===== src/rtl/aq_dcache_op_seq.sv =====
// Dcache special-op sequencer: turns one CP0 dcache request into per-line
// commands to the array control. ALL walks every set/way; SW/VA/PA issue one line.
module aq_dcache_op_seq #(
  parameter int INDEX_W = 7,
  parameter int WAY_W   = 1,
  parameter int ADDR_W  = 40
) (
  input  logic                forever_cpuclk,
  input  logic                cpurst_b,
  input  logic                cp0_dcache_op_req,
  input  logic [1:0]          cp0_dcache_op_type,
  input  logic [1:0]          cp0_dcache_op_op,
  input  logic [ADDR_W-1:0]   cp0_dcache_op_addr,
  output logic                dcache_op_busy,
  output logic                dcache_op_done,
  output logic                seq_line_vld,
  output logic [1:0]          seq_line_op,
  output logic                seq_line_by_addr,
  output logic                seq_line_va,
  output logic [INDEX_W-1:0]  seq_line_idx,
  output logic [WAY_W-1:0]    seq_line_way,
  output logic [ADDR_W-1:0]   seq_line_addr,
  input  logic                line_seq_grnt,
  input  logic                line_seq_cmplt
);

  localparam logic [1:0] TYPE_ALL = 2'b00;
  localparam logic [1:0] TYPE_SW  = 2'b01;
  localparam logic [1:0] TYPE_VA  = 2'b10;
  localparam logic [1:0] OP_NOP   = 2'b00;
  localparam int         CNT_W    = INDEX_W + WAY_W;
  localparam logic [ADDR_W-1:0] LINE_MASK = {{(ADDR_W-6){1'b1}}, 6'b0};

  typedef enum logic [1:0] {IDLE, ISSUE, WAIT, DONE} state_t;

  state_t              r_state;
  state_t              w_next;
  logic [1:0]          r_type;
  logic [1:0]          r_op;
  logic [ADDR_W-1:0]   r_addr;
  logic                r_by_addr;
  logic                r_va;
  logic [INDEX_W-1:0]  r_idx;
  logic [WAY_W-1:0]    r_way;
  logic [CNT_W-1:0]    w_cnt_nxt;
  logic                w_last;
  logic                w_accept;
  logic                w_advance;

  // Way is the low half of the counter so it wraps into the index.
  assign w_cnt_nxt = {r_idx, r_way} + {{(CNT_W-1){1'b0}}, 1'b1};
  assign w_last    = (&r_idx) && (&r_way);
  assign w_accept  = (r_state == IDLE) && cp0_dcache_op_req;
  assign w_advance = (r_state == WAIT) && line_seq_cmplt &&
                     (r_type == TYPE_ALL) && !w_last;

  always_ff @(posedge forever_cpuclk or negedge cpurst_b) begin
    if (!cpurst_b) begin
      r_state <= IDLE;
    end else begin
      r_state <= w_next;
    end
  end

  always_comb begin
    w_next = r_state;
    case (r_state)
      IDLE:  if (cp0_dcache_op_req) w_next = (cp0_dcache_op_op == OP_NOP) ? DONE : ISSUE;
      ISSUE: if (line_seq_grnt) w_next = WAIT;
      WAIT:  if (line_seq_cmplt) w_next = w_advance ? ISSUE : DONE;
      DONE:  w_next = IDLE;
      default: w_next = IDLE;
    endcase
  end

  always_ff @(posedge forever_cpuclk or negedge cpurst_b) begin
    if (!cpurst_b) begin
      r_type    <= 2'b00;
      r_op      <= 2'b00;
      r_addr    <= '0;
      r_by_addr <= 1'b0;
      r_va      <= 1'b0;
      r_idx     <= '0;
      r_way     <= '0;
    end else if (w_accept) begin
      r_type <= cp0_dcache_op_type;
      r_op   <= cp0_dcache_op_op;
      r_addr <= cp0_dcache_op_addr;
      if (cp0_dcache_op_type == TYPE_SW) begin
        r_idx <= cp0_dcache_op_addr[INDEX_W+5:6];
        r_way <= cp0_dcache_op_addr[WAY_W+INDEX_W+5:INDEX_W+6];
      end else begin
        r_idx <= '0;
        r_way <= '0;
      end
      r_by_addr <= cp0_dcache_op_type[1];
      r_va      <= (cp0_dcache_op_type == TYPE_VA);
    end else if (w_advance) begin
      {r_idx, r_way} <= w_cnt_nxt;
    end
  end

  always_comb begin
    dcache_op_busy = (r_state != IDLE);
    dcache_op_done = (r_state == DONE);
    seq_line_vld   = (r_state == ISSUE);
  end

  assign seq_line_op      = r_op;
  assign seq_line_by_addr = r_by_addr;
  assign seq_line_va      = r_va;
  assign seq_line_idx     = r_idx;
  assign seq_line_way     = r_way;
  assign seq_line_addr    = r_addr & LINE_MASK;

endmodule


===== config.mk =====
export PLATFORM = sky130hd
export DESIGN_NAME = aq_dcache_op_seq
export DESIGN_NICKNAME = d
export VERILOG_FILES = /design/src/rtl/aq_dcache_op_seq.sv
export SDC_FILE = /design/constraint.sdc
export NUM_CORES = 1
export LEC_CHECK = 0
export BUFFER_PORTS_ARGS = -buffer_cell sky130_fd_sc_hd__buf_2
export CORE_ASPECT_RATIO = 1.1
export CORE_MARGIN = 5
export CORE_UTILIZATION = 46
export CTS_CLUSTER_SIZE = 25
export DETAILED_ROUTE_END_ITERATION = 10
export HOLD_SLACK_MARGIN = 0.08
export PLACE_DENSITY = 0.78
export SLEW_MARGIN = 20
export SYNTH_ARGS = -nofsm -noshare
export SYNTH_HDL_FRONTEND = slang
export SYNTH_SLANG_ARGS = --single-unit

===== constraint.sdc =====
create_clock -name forever_cpuclk -period 2.03 [get_ports forever_cpuclk]
set_clock_uncertainty 0.15 [all_clocks]
set_input_delay 0.203 -clock forever_cpuclk [delete_from_list [all_inputs] [get_ports forever_cpuclk]]
set_output_delay 0.203 -clock forever_cpuclk [all_outputs]
set_load 0.005 [all_outputs]

[Word-level counts from Yosys, hierarchy flattened]
Index checks and enable logic that the tools add are counted.
Word-level totals
  register bits after elaboration: 56
  latch bits: 0
  memory bits (writable): 0
  bits in read-only memories: 0
  input bits: 49
  output and inout port bits: 55
  logic and storage cells: 42
  memories kept: 0
Operators by class
  $add $sub $neg: 1
  multiply operators: 0
  div/mod/pow operators: 0
  $lt $le $gt $ge: 0
  equality and inequality tests: 8
  shift operators: 0
  multiplexer cells: 12
  bitwise operators: 0
  reduce and logical (&&, ||, !) cells: 13
Operators with widths (number)
  2-to-1 mux 7 bit: 3
  2-to-1 mux 2 bit: 5
  adder 8 x 1 -> 8 bit, second input constant: 1
  case mux 2 bit (4 select lines): 1
  AND reduction 7 bit: 1
  equality test 2 bit, second input constant: 3
  logical NOT 2 bit: 3
  logical AND 1 bit: 5
  equality test 2 x 1 -> 1 bit, second input constant: 2
  inequality test 2 bit, second input constant: 2
  nonzero test 2 bit: 2
  2-to-1 mux 1 bit: 3
  AND reduction 3 bit: 1
  inequality test 2 x 1 -> 1 bit, second input constant: 1
  logical NOT 1 bit: 1

[Logic depth before layout (Yosys ltp)]
Gate-level depths: netlist (run 1).
  depth in word-level cells: 7
  gate-level depth with buffers: 7
  mapped depth without buffers: 5

[Worst setup path before layout (run 1)]
No wires, ideal clock.
  kind: flip-flop to flip-flop
  start: register r_way, in the netlist seq_line_way
  end: register r_idx[0], in the netlist seq_line_idx[0]
  setup time: 0.137 ns
  data arrival time: 1.232 ns
  required time: 1.743 ns
  setup slack: 0.511 ns
  cell stages (with the launch flop): 5
  path buffers: 0
  period minus slack after synthesis: 1.519 ns
  cells stage by stage: dfrtp_1 nand4_1 o311ai_4 mux2i_1 a21oi_1
On the way
  word-level cells in the longest chain between the ends: 4
  elaborated cells on any way between the ends: 7
  classes of those cells: add/sub: 1; mux: 2; reduce/logical: 4
RTL lines
  start: declaration: RTL line 44  | logic [WAY_W-1:0] r_way;
  start signal: assignment: RTL line 91  | r_way <= cp0_dcache_op_addr[WAY_W+INDEX_W+5:INDEX_W+6];
  start signal: assignment: RTL line 99  | {r_idx, r_way} <= w_cnt_nxt;
  parallel branches: the longest is 4 deep, another holds adder 8 x 1 -> 8 bit
  end signal: assignment: RTL line 90  | r_idx <= cp0_dcache_op_addr[INDEX_W+5:6];
  end signal: assignment: RTL line 99
  end: declaration: RTL line 43  | logic [INDEX_W-1:0] r_idx;
Several ways; the timed one is not identified. The select of a mux whose other input is x is not followed.
A chain may end at the register's enable or synchronous reset.

[Worst setup path in the final report (run 1)]
  start: register r_state[1]
  end: register r_idx[2], in the netlist seq_line_idx[2]
On the way
  word-level cells in the longest chain between the ends: 5
  elaborated cells on any way between the ends: 8
  classes of those cells: eq/ne: 1; mux: 1; reduce/logical: 6
RTL lines
  start: declaration: RTL line 36  | state_t r_state;
  start signal: assignment: RTL line 61  | r_state <= w_next;
  equality test 2 bit: RTL line 54  | assign w_advance = (r_state == WAIT) && line_seq_cmplt &&
  logical AND 1 bit (2 in a row): RTL line 54
  logical AND 1 bit: RTL line 55  | (r_type == TYPE_ALL) && !w_last;
  nonzero test 2 bit (no source line)
Parallel ways exist; a longest one is shown, timed or not.

==> results of run 1 <==
[repair_timing]
item / 4_1_cts / 5_1_grt
gates resized for setup: 0 / 0
endpoints found under the hold margin: 80 / 0
hold buffers: 40 / 0
[state kept, by name (all words and copies together) (netlist names)]
| signal | count |
|---|---|
| r_addr | 34 |
| seq_line_idx | 7 |
| r_state | 2 |
| r_type | 2 |
| seq_line_op | 2 |
| seq_line_va | 1 |
| seq_line_way | 1 |
[cells by family (layout without fill, tap and decap cells)]
kind of cell | after synthesis | in the layout
flops | 49 | 49
simple gates | 150 | 150
mux | 1 | 1
other cells | 1 | 6
compound gates | 21 | 21
buf+inv | 21 | 146
xor+xnor | 2 | 2
fa+ha+maj | 1 | 1
[routing by layer]
layer  vias to the layer above  part of all wire, %  global-route usage, %  wire [µm]
met5                         -                    0                      0          0
met4                         0                  1.9                   8.22        112
met3                        12                  5.3                   3.51        309
met2                        65                   53                   35.6       3130
met1                       973                   39                   23.7       2310
li1                       1031                    -                      -          -
[cell usage in the layout (no fill, tap or decap), types with 2 or more instances in the layout]
cell type      Yosys  final
o21ai_0            4      4
clkbuf_8           0      6
dlygate4sd3_1      0     40
nand2_1          121    121
nand3b_1           2      2
dfrtp_1           49     49
conb_1             1      6
nor2_1             3      3
a21oi_1            9      9
nor3_1             2      2
inv_1              3      3
nand3_1            6      6
buf_2              4     91
buf_4              6      4
nor3b_4            2      2
[path summary, 6_finish.rpt]
| check | start | to | cells after the start |
|---|---|---|---|
| max | r_state[1]$_DFFE_PN0P_ | seq_line_idx[2]$_DFFE_PN0P_ | 4 |
| min | cp0_dcache_op_req | r_state[0]$_DFFE_PN0P_ | 3 |
| max reg2reg | r_state[1]$_DFFE_PN0P_ | seq_line_idx[2]$_DFFE_PN0P_ | 4 |
| min reg2reg | r_addr[38]$_DFFE_PN0P_ | r_addr[38]$_DFFE_PN0P_ | 2 |
| max in group asynchronous | cpurst_b | r_addr[16]$_DFFE_PN0P_ | 3 |
| min in group asynchronous | cpurst_b | seq_line_op[1]$_DFFE_PN0P_ | 2 |
[worst max-delay path: stages (launching register included)]
cell and delay [ns]:
dfrtp_1 0.53, nor3b_4 0.38, o311ai_4 0.21, or3_1 0.34
nand3_1 0.09
[power groups by stage]
stage                     sequential, W  clock, W  combinational, W
final                           0.00180  0.000557           0.00161
after global routing            0.00186  0.000609           0.00183
after CTS                       0.00179  0.000585           0.00161
after detailed placement        0.00180         0           0.00156
after global placement          0.00178         0           0.00150
after floorplan                 0.00178         0          0.000845
[cell type report]
| cell class | instances | area share (%) |
|---|---|---|
| Timing Repair Buffer | 136 | 28.5 |
| Sequential cell | 49 | 38.6 |
| Tap cell | 56 | 2.21 |
| Clock buffer | 7 | 2.72 |
| Multi-Input combinational cell | 181 | 27.5 |
| Inverter | 3 | 0.355 |
[stage by stage]
step | power, W | setup slack [ns]
6_report | 0.00396 | 0.264
5_1_grt | 0.00431 | 0.0898
4_1_cts | 0.00398 | 0.275
3_5_place_dp | 0.00335 | 0.299
3_3_place_gp | 0.00328 | 0.338
2_1_floorplan | 0.00262 | 0.511
==> summary.md, run 1 <==
| Metric | Value |
|---|---|
| Die Span Y | 82.4 µm |
| Simple-Gate Fraction of Synth Area | 30.5% |
| Vias in the first global route | 2054 |
| Count of flip-flops with a built-in enable after synthesis | 0 |
| Syn. warnings | 0 |
| Vias per Instance | 4.82 |
| Largest area contributor in the netlist | dfrtp_1 |
| Max_slew headroom | 57.9% |
| Mapped Area | 2190 µm² |
| Achievable frequency | 566 MHz |
| Critical path fanouts, max | 9 |
| Top cell type's share of synthesized area | 55.9% |
| Initial DRC Count | 79 |
| Worst setup SP type | register |
| Core area | 4650 µm² |
| Layout fillers | 368 |
| Setup TNS | 0 ns |
| Pins over their slew limit | 0 |
| Status | finished, final reports clean |
| Layout cell share with drive strength beyond 1 | 29.0% |
| Post-synthesis sequential area ratio | 55.9% |
| Cells after Synth | 246 |
| Nets | 426 |
| WS Path Type | reg -> reg |
| Dpl cells | 385 |
| Number of core rows | 26 |
| WL per Instance | 13.6 µm |
| Comb pwr share | 40.6% |
| Reg2reg setup slack | 0.26 ns |
| Reg area | 1230 µm² |
| Detailed Route WL | 5870 µm |
| Drt pass-1 iters | 4 |
| Port Buffers | 91 |
| Setup violations, final | 0 |
| Clock Latency Late Sink | 0.29 ns |
| Sw Share | 37.7% |
| Initial antenna violation count | 0 |
| Post CTS Setup Buffer Count | 0 |
| Num CTS Buffers | 5 |
| Synthesis-to-finish area growth | 44.6% |
| TritonCTS clock tree | built |
| Area contributors post-synth | dfrtp_1 56%, nand2_1 21%, a21oi_1 2.1% |
| Largest net degree at the start of global routing | 46 |
| Synth Area in Adders | 0.570% |
| Int Power | 0.00247 W |
| PwrDens | 1250 nW/µm² |
| Longest Clk Path Bufs | 2 |
| Finished Layout Cells | 432 |
| Gr ovfl total | 0 |
| Total GRT Usage | 20.1% |
| Antenna-violating nets left | 0 |
| Number of synthesized register bits | 49 |
| Cell area after layout | 3170 µm² |
| Routability cong. | 0.769 |
| Compound-Gate Fraction of Synth Area | 6.44% |
| CP required | 2.11 ns |
| Max Cap Viol | 0 |
| Clk pin slew, worst setup/hold paths | 0.08 ns |
| Hold Slack | 0.135 ns |
| Final Cycle Share | 87.0% |
| Area after DPL | 2690 µm² |
| Root Buffer Master | clkbuf_8 |
| NetSw | 0.00149 W |
| H-tree depth | 2 |
| Worst-margin pin slew | 0.631 ns |
| Top-count cell post-synth | nand2_1 |
| Synth cell count leaders | 121 x nand2_1, 49 x dfrtp_1, 9 x a21oi_1 |
| Area occupied by multi-input gates | 873 µm² |
| Vias after detailed routing | 2081 |
| Peak VDD IR | 0.000598 V |
| Critical Path AT | 1.85 ns |
| Die area | 6250 µm² |
| ANT cells | 0 |
| Die W | 75.9 µm |
| Worst hold path class | in -> reg |
| Finished Core Util | 68.2% |
| Initial Util | 47.2% |
| Cell leakage power | 1.74 nW |
| Unrepaired setup endpoints after global routing | no |
| Io pins | 104 |
| Tmin final | 1.77 ns |
| Post-Synth XOR/XNOR Area | 0.798% |
| Setup crit end kind | register |
| Netlist cell types | 42 |
| Clock share of power | 14.1% |
| Avg Synthesized Cell Area | 8.92 µm² |
| Top FF cell, synth | dfrtp_1 |
| CTS sink cnt | 49 |
| Ys async rst share | 100% |
| DP HPWL | 3870 µm |
| First-pass GRT wire length | 9520 µm |
| Post-synthesis mux area share | 0.456% |
| Sequential power share | 45.4% |
| Combinational family with the most area after synthesis | simple AND/OR/NAND/NOR gates |
| Fin. Hold Viols | 0 |
| Residual DRC | 0 |
No activity file was read; power rests on OpenSTA's default activity.
==> run 2: changes to the inputs <==
- CORE_UTILIZATION: 46 -> 48
- CTS_BUF_LIST: default -> sky130_fd_sc_hd__clkbuf_4
- PLACE_DENSITY: 0.78 -> 0.81
==> run 2 against run 1 <==
  * Cell count rose by 0.46%
  * Routed wire length rose by 1.9%
  * Sequential cell count did not move
  * Final area rose by 1.3%
  * Non-clock buffer count rose by 3
  * Maximum frequency fell by 4.5%
  * First-iteration DRC count rose by 11%
  * Register-to-register slack got worse by 0.08 ns
  * Largest cell class unchanged
  * Highest routed layer unchanged
==> summary.md, run 2 (synthesis gave the netlist of run 1 again) <==
| Metric | Value |
|---|---|
| Achievable frequency | 541 MHz (-4.5%) |
| WS Path Type | reg -> reg |
| Cell leakage power | 1.76 nW (+1.2%) |
| Clock Latency Late Sink | 0.35 ns (+0.06 ns) |
| Total GRT Usage | 21.3% (+1.2 points) |
| H-tree depth | 2 (unchanged) |
| Initial Util | 50.1% (+2.9 points) |
| Gr ovfl total | 0 (unchanged) |
| Area occupied by multi-input gates | 873 µm² (unchanged) |
| Pins over their slew limit | 0 (unchanged) |
| WL per Instance | 13.8 µm (+1.4%) |
| Tmin final | 1.85 ns (+0.0837 ns) |
| CTS sink cnt | 49 (unchanged) |
| Root Buffer Master | clkbuf_4 |
| Port Buffers | 91 (unchanged) |
| Status | finished, final reports clean |
| Commonest non-fill, non-tap cell in the layout | nand2_1 |
| Largest net degree at the start of global routing | 43 (-6.5%) |
| Core area | 4380 µm² (-5.9%) |
| Reg area | 1230 µm² (unchanged) |
| ANT cells | 0 (unchanged) |
| First-pass GRT wire length | 9900 µm (+4.0%) |
| Pre-CTS WS | 0.238 ns (-0.0613 ns) |
| Max reg flops | 34 (unchanged) |
| Die area | 6030 µm² (-3.6%) |
| Hold Slack | 0.200 ns (+0.0648 ns) |
| Setup violations, final | 0 (unchanged) |
| Post CTS Setup Buffer Count | 0 (unchanged) |
| Longest Clk Path Bufs | 2 (unchanged) |
| Fin. Hold Viols | 0 (unchanged) |
| Worst-margin pin slew | 0.638 ns (+0.00695 ns) |
| Worst setup SP type | register |
| Crit Reg-Reg Endpoint | r_addr[19]$_DFFE_PN0P_ |
| Post-CTS sizing | 0 (unchanged) |
| Finished Layout Cells | 434 (+0.46%) |
| Vias per Instance | 4.90 (+1.8%) |
| Final Cycle Share | 91.1% (+4.1 points) |
| Layout cell share with drive strength beyond 1 | 29.5% (+0.48 points) |
| Die W | 74.5 µm (-1.8%) |
| Worst R2R Path Depth | 5 (+1) |
| DP HPWL | 3890 µm (+0.54%) |
| Residual DRC | 0 (unchanged) |
| Max Cap Viol | 0 (unchanged) |
| Clk pin slew, worst setup/hold paths | 0.14 ns (+0.06 ns) |
| Synthesis-to-finish area growth | 46.4% |
| RR Startpoint | r_state[0]$_DFFE_PN0P_ |
| Io pins | 104 (unchanged) |
| Vias in the first global route | 2090 (+1.8%) |
| Nets | 429 (+0.70%) |
| CP required | 2.12 ns (about the same) |
| Most frequent cells in the layout | 121 x nand2_1, 91 x buf_2, 49 x dfrtp_1, 41 x dlygate4sd3_1, 9 x a21oi_1 |
| Unrepaired setup endpoints after global routing | no |
| Top reg by flops | r_addr |
| Vias after detailed routing | 2128 (+2.3%) |
| Worst setup margin | 0.181 ns (-0.0837 ns) |
| Critical path fanouts, max | 18 (+9) |
| Setup TNS | 0 ns (unchanged) |
| TritonCTS clock tree | built |
| PwrDens | 1250 nW/µm² (+0.14%) |
| Peak VDD IR | 0.000722 V (+21%) |
| Antenna-violating nets left | 0 (unchanged) |
| Num CTS Buffers | 5 (unchanged) |
| Finished Core Util | 73.4% (+5.2 points) |
| Die Span Y | 80.9 µm (-1.9%) |
| Setup crit end kind | register |
| Layout fillers | 331 (-10%) |
| Routability cong. | 0.811 (+5.5%) |
| Max_slew headroom | 57.4% (-0.48 points) |
| Number of core rows | 25 (-3.8%) |
| Hold_buf cts | 41 (+2.5%) |
| Initial DRC Count | 88 (+11%) |
| Initial antenna violation count | 0 (unchanged) |
| Dpl cells | 385 (unchanged) |
| Worst hold path class | in -> async |
| Reg2reg setup slack | 0.18 ns (-0.08 ns) |
| Critical Path AT | 1.94 ns (+0.09 ns) |
| Drt pass-1 iters | 4 (unchanged) |
| Detailed Route WL | 5980 µm (+1.9%) |
run 2: changes by cell type in the layout (fill, tap and decap cells not counted), sizes merged:
cell,previous run,this run
buf,96,98
bufinv,0,1
clkbuf,7,6
clkinv,0,1
dlygate4sd3,40,41
run 2: worst max-delay path, cell delays in order, from the launching register on:
cell	delay (ns)
dfrtp_1	0.51
nor2_1	0.19
nand2_1	0.40
buf_4	0.34
nand2_1	0.08
nand2_1	0.07
run 2: final cells by class:
class / count / share of cell area [%]
Tap cell: 54 / 2.10
Sequential cell: 49 / 38.2
Clock inverter: 2 / 1.05
Timing Repair Buffer: 139 / 29.8
Multi-Input combinational cell: 181 / 27.2
Clock buffer: 6 / 1.40
Inverter: 3 / 0.350
run 2: stage by stage:
step / area [µm²] / power, W
after floorplan: 2210 / 0.00262
after global placement: 2720 / 0.00333
after detailed placement: 2720 / 0.00340
after CTS: 3210 / 0.00404
after global routing: 3210 / 0.00436
final: 3210 / 0.00402
run 2: routing by layer:
layer / track usage, % / vias to the layer above / wire, µm
li1: - / 1040 / -
met1: 24.3 / 1010 / 2290
met2: 39.7 / 71 / 3220
met3: 5.32 / 7 / 399
met4: 4.45 / 0 / 75
met5: 0 / - / 0
run 2: report_power, final:
group	switching (W)	internal, W
registers	0.000345	0.00144
logic	0.000887	0.000796
clock network	0.000282	0.000270
run 2: worst max path at each step:
stage,from,to,slack (ns),cells past startpoint
6_report,r_state[0]$_DFFE_PN0P_,r_addr[19]$_DFFE_PN0P_,0.18,5
5_1_grt,r_state[0]$_DFFE_PN0P_,r_addr[32]$_DFFE_PN0P_,0.06,5
4_1_cts,r_state[0]$_DFFE_PN0P_,r_addr[12]$_DFFE_PN0P_,0.20,5
3_5_place_dp,r_state[0]$_DFFE_PN0P_,seq_line_op[0]$_DFFE_PN0P_,0.24,5
3_3_place_gp,r_state[0]$_DFFE_PN0P_,r_addr[20]$_DFFE_PN0P_,0.25,5
2_1_floorplan,seq_line_way$_DFFE_PN0P_,seq_line_idx[0]$_DFFE_PN0P_,0.51,4
==> run 3: changes to the inputs <==
- ABC_AREA: default -> 1
==> run 3 against run 2 <==
  * Core utilization is 3.7 points lower
  * Worst hold slack worse by 0.085 ns
  * Total power is 5.5% lower
  * Area after synthesis is 3.3% higher
  * Clock power is 16% lower
  * Critical path depth is 2 higher
  * Worst setup slack better by 0.027 ns
  * Synthesized cell count is 15% higher
  * Global-route usage hardly changed
  * Critical endpoint is now r_state[0]$_DFFE_PN0P_
  * Highest routed layer unchanged
==> summary.md, run 3 <==
| Metric | Value |
|---|---|
| PwrDens | 1180 nW/µm² (-5.7%) |
| Initial Util | 49.1% (-1.0 points) |
| Num CTS Buffers | 5 (unchanged) |
| Total GRT Usage | 21.3% (about the same) |
| Reg2reg setup slack | 0.21 ns (+0.03 ns) |
| Finished Core Util | 69.7% (-3.7 points) |
| CTS sink cnt | 49 (unchanged) |
| Vias per Instance | 4.77 (-2.7%) |
| Sequential power share | 44.9% (+0.6 points) |
| Tmin final | 1.82 ns (-0.0268 ns) |
| Fin. Hold Viols | 0 (unchanged) |
| Setup violations, final | 0 (unchanged) |
| Number of core rows | 26 (+4.0%) |
| Synth cell count leaders | 144 x nand2_1, 49 x dfrtp_1, 20 x inv_1, 15 x nand3_1, 10 x o21ai_0 |
| Worst hold path class | in -> reg |
| Hold Crit Start | cp0_dcache_op_req |
| Root Buffer Master | clkbuf_4 |
| Nets | 467 (+8.9%) |
| Syn. warnings | 0 (unchanged) |
| Die area | 6200 µm² (+2.9%) |
| Worst setup SP type | register |
| WS Path Type | reg -> reg |
| Status | finished, final reports clean |
| Int Power | 0.00231 W (-7.5%) |
| Most frequent cells in the layout | 144 x nand2_1, 91 x buf_2, 49 x dfrtp_1, 41 x dlygate4sd3_1, 20 x inv_1 |
| Residual DRC | 0 (unchanged) |
| Post-synthesis sequential area ratio | 54.1% (-1.8 points) |
| Max Cap Viol | 0 (unchanged) |
| Io pins | 104 (unchanged) |
| Vias in the first global route | 2275 (+8.9%) |
| Largest net degree at the start of global routing | 30 (-30%) |
| Die W | 75.5 µm (+1.4%) |
| Number of synthesized register bits | 49 (unchanged) |
| Avg Synthesized Cell Area | 8.04 µm² (-9.9%) |
| Final Cycle Share | 89.8% (-1.3 points) |
| Initial antenna violation count | 0 (unchanged) |
| Slowest CP cell | dlygate4sd3_1 |
| Core area | 4620 µm² (+5.5%) |
| Crit path max-delay family | buffers and inverters |
| Netlist cell types | 26 (-38%) |
| Post CTS Setup Buffer Count | 0 (unchanged) |
| Clock Latency Late Sink | 0.35 ns (about the same) |
| Max reg flops | 34 (unchanged) |
| H-tree depth | 2 (unchanged) |
| Hold endpoint | r_addr[7]$_DFFE_PN0P_ |
| WP depth | 7 (+2) |
| First-pass GRT wire length | 10100 µm (+2.4%) |
| Longest Clk Path Bufs | 2 (unchanged) |
| Worst R2R Path Depth | 7 (+2) |
| Detailed Route WL | 6260 µm (+4.7%) |
| Vias after detailed routing | 2262 (+6.3%) |
| Pins over their slew limit | 0 (unchanged) |
| Sw Share | 39.0% (+1.3 points) |
| Setup crit end kind | register |
| Critical path fanouts, max | 4 (-14) |
| Top cell type's share of synthesized area | 54.1% (-1.8 points) |
| Unrepaired setup endpoints after global routing | no |
| Layout cell share with drive strength beyond 1 | 28.0% (-1.5 points) |
| Area contributors post-synth | dfrtp_1 54%, nand2_1 24%, inv_1 3.3% |
| Critical path buffers and inverters | 3 (+2) |
| Cells after Synth | 282 (+15%) |
| Cell leakage power | 1.86 nW (+6.1%) |
| Top FF cell, synth | dfrtp_1 |
| Clk pin slew, worst setup/hold paths | 0.14 ns (about the same) |
| Cell Chain, Critical Path | inv_1, nand2_1, inv_1, nand2_1, nand3_1, o21ai_0, dlygate4sd3_1 |
| Crit Reg-Reg Endpoint | r_state[0]$_DFFE_PN0P_ |
| CP required | 2.12 ns (about the same) |
| Setup TNS | 0 ns (unchanged) |
| Ys async rst share | 100% (unchanged) |
| RR Startpoint | r_state[0]$_DFFE_PN0P_ |
| Synthesis-to-finish area growth | 41.9% |
| Count of flip-flops with a built-in enable after synthesis | 0 (unchanged) |
| CP max stage delay | 0.57 ns (+0.06 ns) |
| Largest area contributor in the netlist | dfrtp_1 |
| Achievable frequency | 549 MHz (+1.5%) |
| DP HPWL | 4050 µm (+4.3%) |
| Worst-margin pin slew | 0.632 ns (-0.00589 ns) |
| Critical Path AT | 1.92 ns (-0.02 ns) |
| Total power draw | 0.00379 W (-5.5%) |
| Initial DRC Count | 120 (+36%) |
| Drt pass-1 iters | 4 (unchanged) |
| Gr ovfl total | 0 (unchanged) |
| Commonest non-fill, non-tap cell in the layout | nand2_1 |
| TritonCTS clock tree | built |
| Peak VDD IR | 0.000658 V (-9.0%) |
| Top-count cell post-synth | nand2_1 |
| Routability cong. | 0.796 (-1.9%) |
| Antenna-violating nets left | 0 (unchanged) |
| Max_slew headroom | 57.9% (+0.50 points) |
| WL per Instance | 13.2 µm (-4.1%) |
| Comb pwr share | 42.9% (+1.0 points) |
| Port Buffers | 91 (unchanged) |
| ANT cells | 0 (unchanged) |
| Mapped Area | 2270 µm² (+3.3%) |
| Die Span Y | 82.1 µm (+1.4%) |
| NetSw | 0.00148 W (-2.3%) |
| Clock share of power | 12.2% (-1.6 points) |
| WHS Path Cells | 4 |
| Top reg by flops | r_addr |
-- run 3: cell count changes after synthesis, moves of 4 or more --
cell and delta:
nand3_1 +9, nor2_1 +5, inv_1 +17, a21oi_1 -8, o21ai_0 +6, clkbuf_1 -4
nand2_1 +23
-- run 3: worst max path at each step --
stage / slack (ns) / from / to
2_1_floorplan: 0.66 / seq_line_way$_DFFE_PN0P_ / seq_line_idx[1]$_DFFE_PN0P_
3_3_place_gp: 0.31 / r_state[1]$_DFFE_PN0P_ / seq_line_va$_DFFE_PN0P_
3_5_place_dp: 0.27 / r_state[1]$_DFFE_PN0P_ / seq_line_va$_DFFE_PN0P_
4_1_cts: 0.23 / r_state[1]$_DFFE_PN0P_ / seq_line_va$_DFFE_PN0P_
5_1_grt: 0.05 / r_state[0]$_DFFE_PN0P_ / r_state[0]$_DFFE_PN0P_
6_report: 0.21 / r_state[0]$_DFFE_PN0P_ / r_state[0]$_DFFE_PN0P_
-- run 3: final cells by class --
type,instances,area (µm²)
fillers,365,1400
flip-flops and latches,49,1230
repair buffers,138,911
multi-input cells,202,870
inverters,21,81.3
well taps,56,70.1
clock buffers,8,60.1
-- run 3: through the flow --
| step | instances | setup WS [ns] | cell area [µm²] | hold slack, ns |
|---|---|---|---|---|
| 6_report | 474 | 0.208 | 3220 | 0.115 |
| 5_1_grt | 474 | 0.0529 | 3220 | 0.134 |
| 4_1_cts | 474 | 0.229 | 3220 | 0.109 |
| 3_5_place_dp | 425 | 0.266 | 2750 | 0.101 |
| 3_3_place_gp | 425 | 0.307 | 2750 | 0.105 |
| 2_1_floorplan | 287 | 0.659 | 2290 | -0.243 |
-- run 3: kinds of logic after synthesis --
| family | Yosys count | synth area share, % |
|---|---|---|
| simple gates | 178 | 32.5 |
| flops | 49 | 54.1 |
| buf+inv | 36 | 8.39 |
| compound gates | 17 | 4.36 |
| fa+ha+maj | 1 | 0.552 |
| other cells | 1 | 0.165 |
-- run 3: power by group through the flow --
stage	registers, W	logic, W	clock network, W
after floorplan	0.00172	0.000860	0
after global placement	0.00169	0.00148	0
after detailed placement	0.00169	0.00155	0
after CTS	0.00169	0.00162	0.000479
after global routing	0.00176	0.00185	0.000510
final	0.00170	0.00163	0.000461
-- run 3: tightest hold or removal path, cell delays in order --
cell and delay (ns):
buf_2 0.11, nand2_4 0.14, nand2_1 0.09, nand2_1 0.05
-- run 3: metal layers --
layer | vias up | GRT usage (%) | share of wire [%]
li1 | 1121 | - | -
met1 | 1026 | 25.9 | 40
met2 | 101 | 36.2 | 49
met3 | 14 | 6.12 | 8.9
met4 | 0 | 6.82 | 1.9
met5 | - | 0 | 0
-- run 3: repair_timing --
action | in CTS | in global routing
hold buffers | 41 | 0
gates resized for setup | 0 | 0
endpoints found under the hold margin | 73 | 0
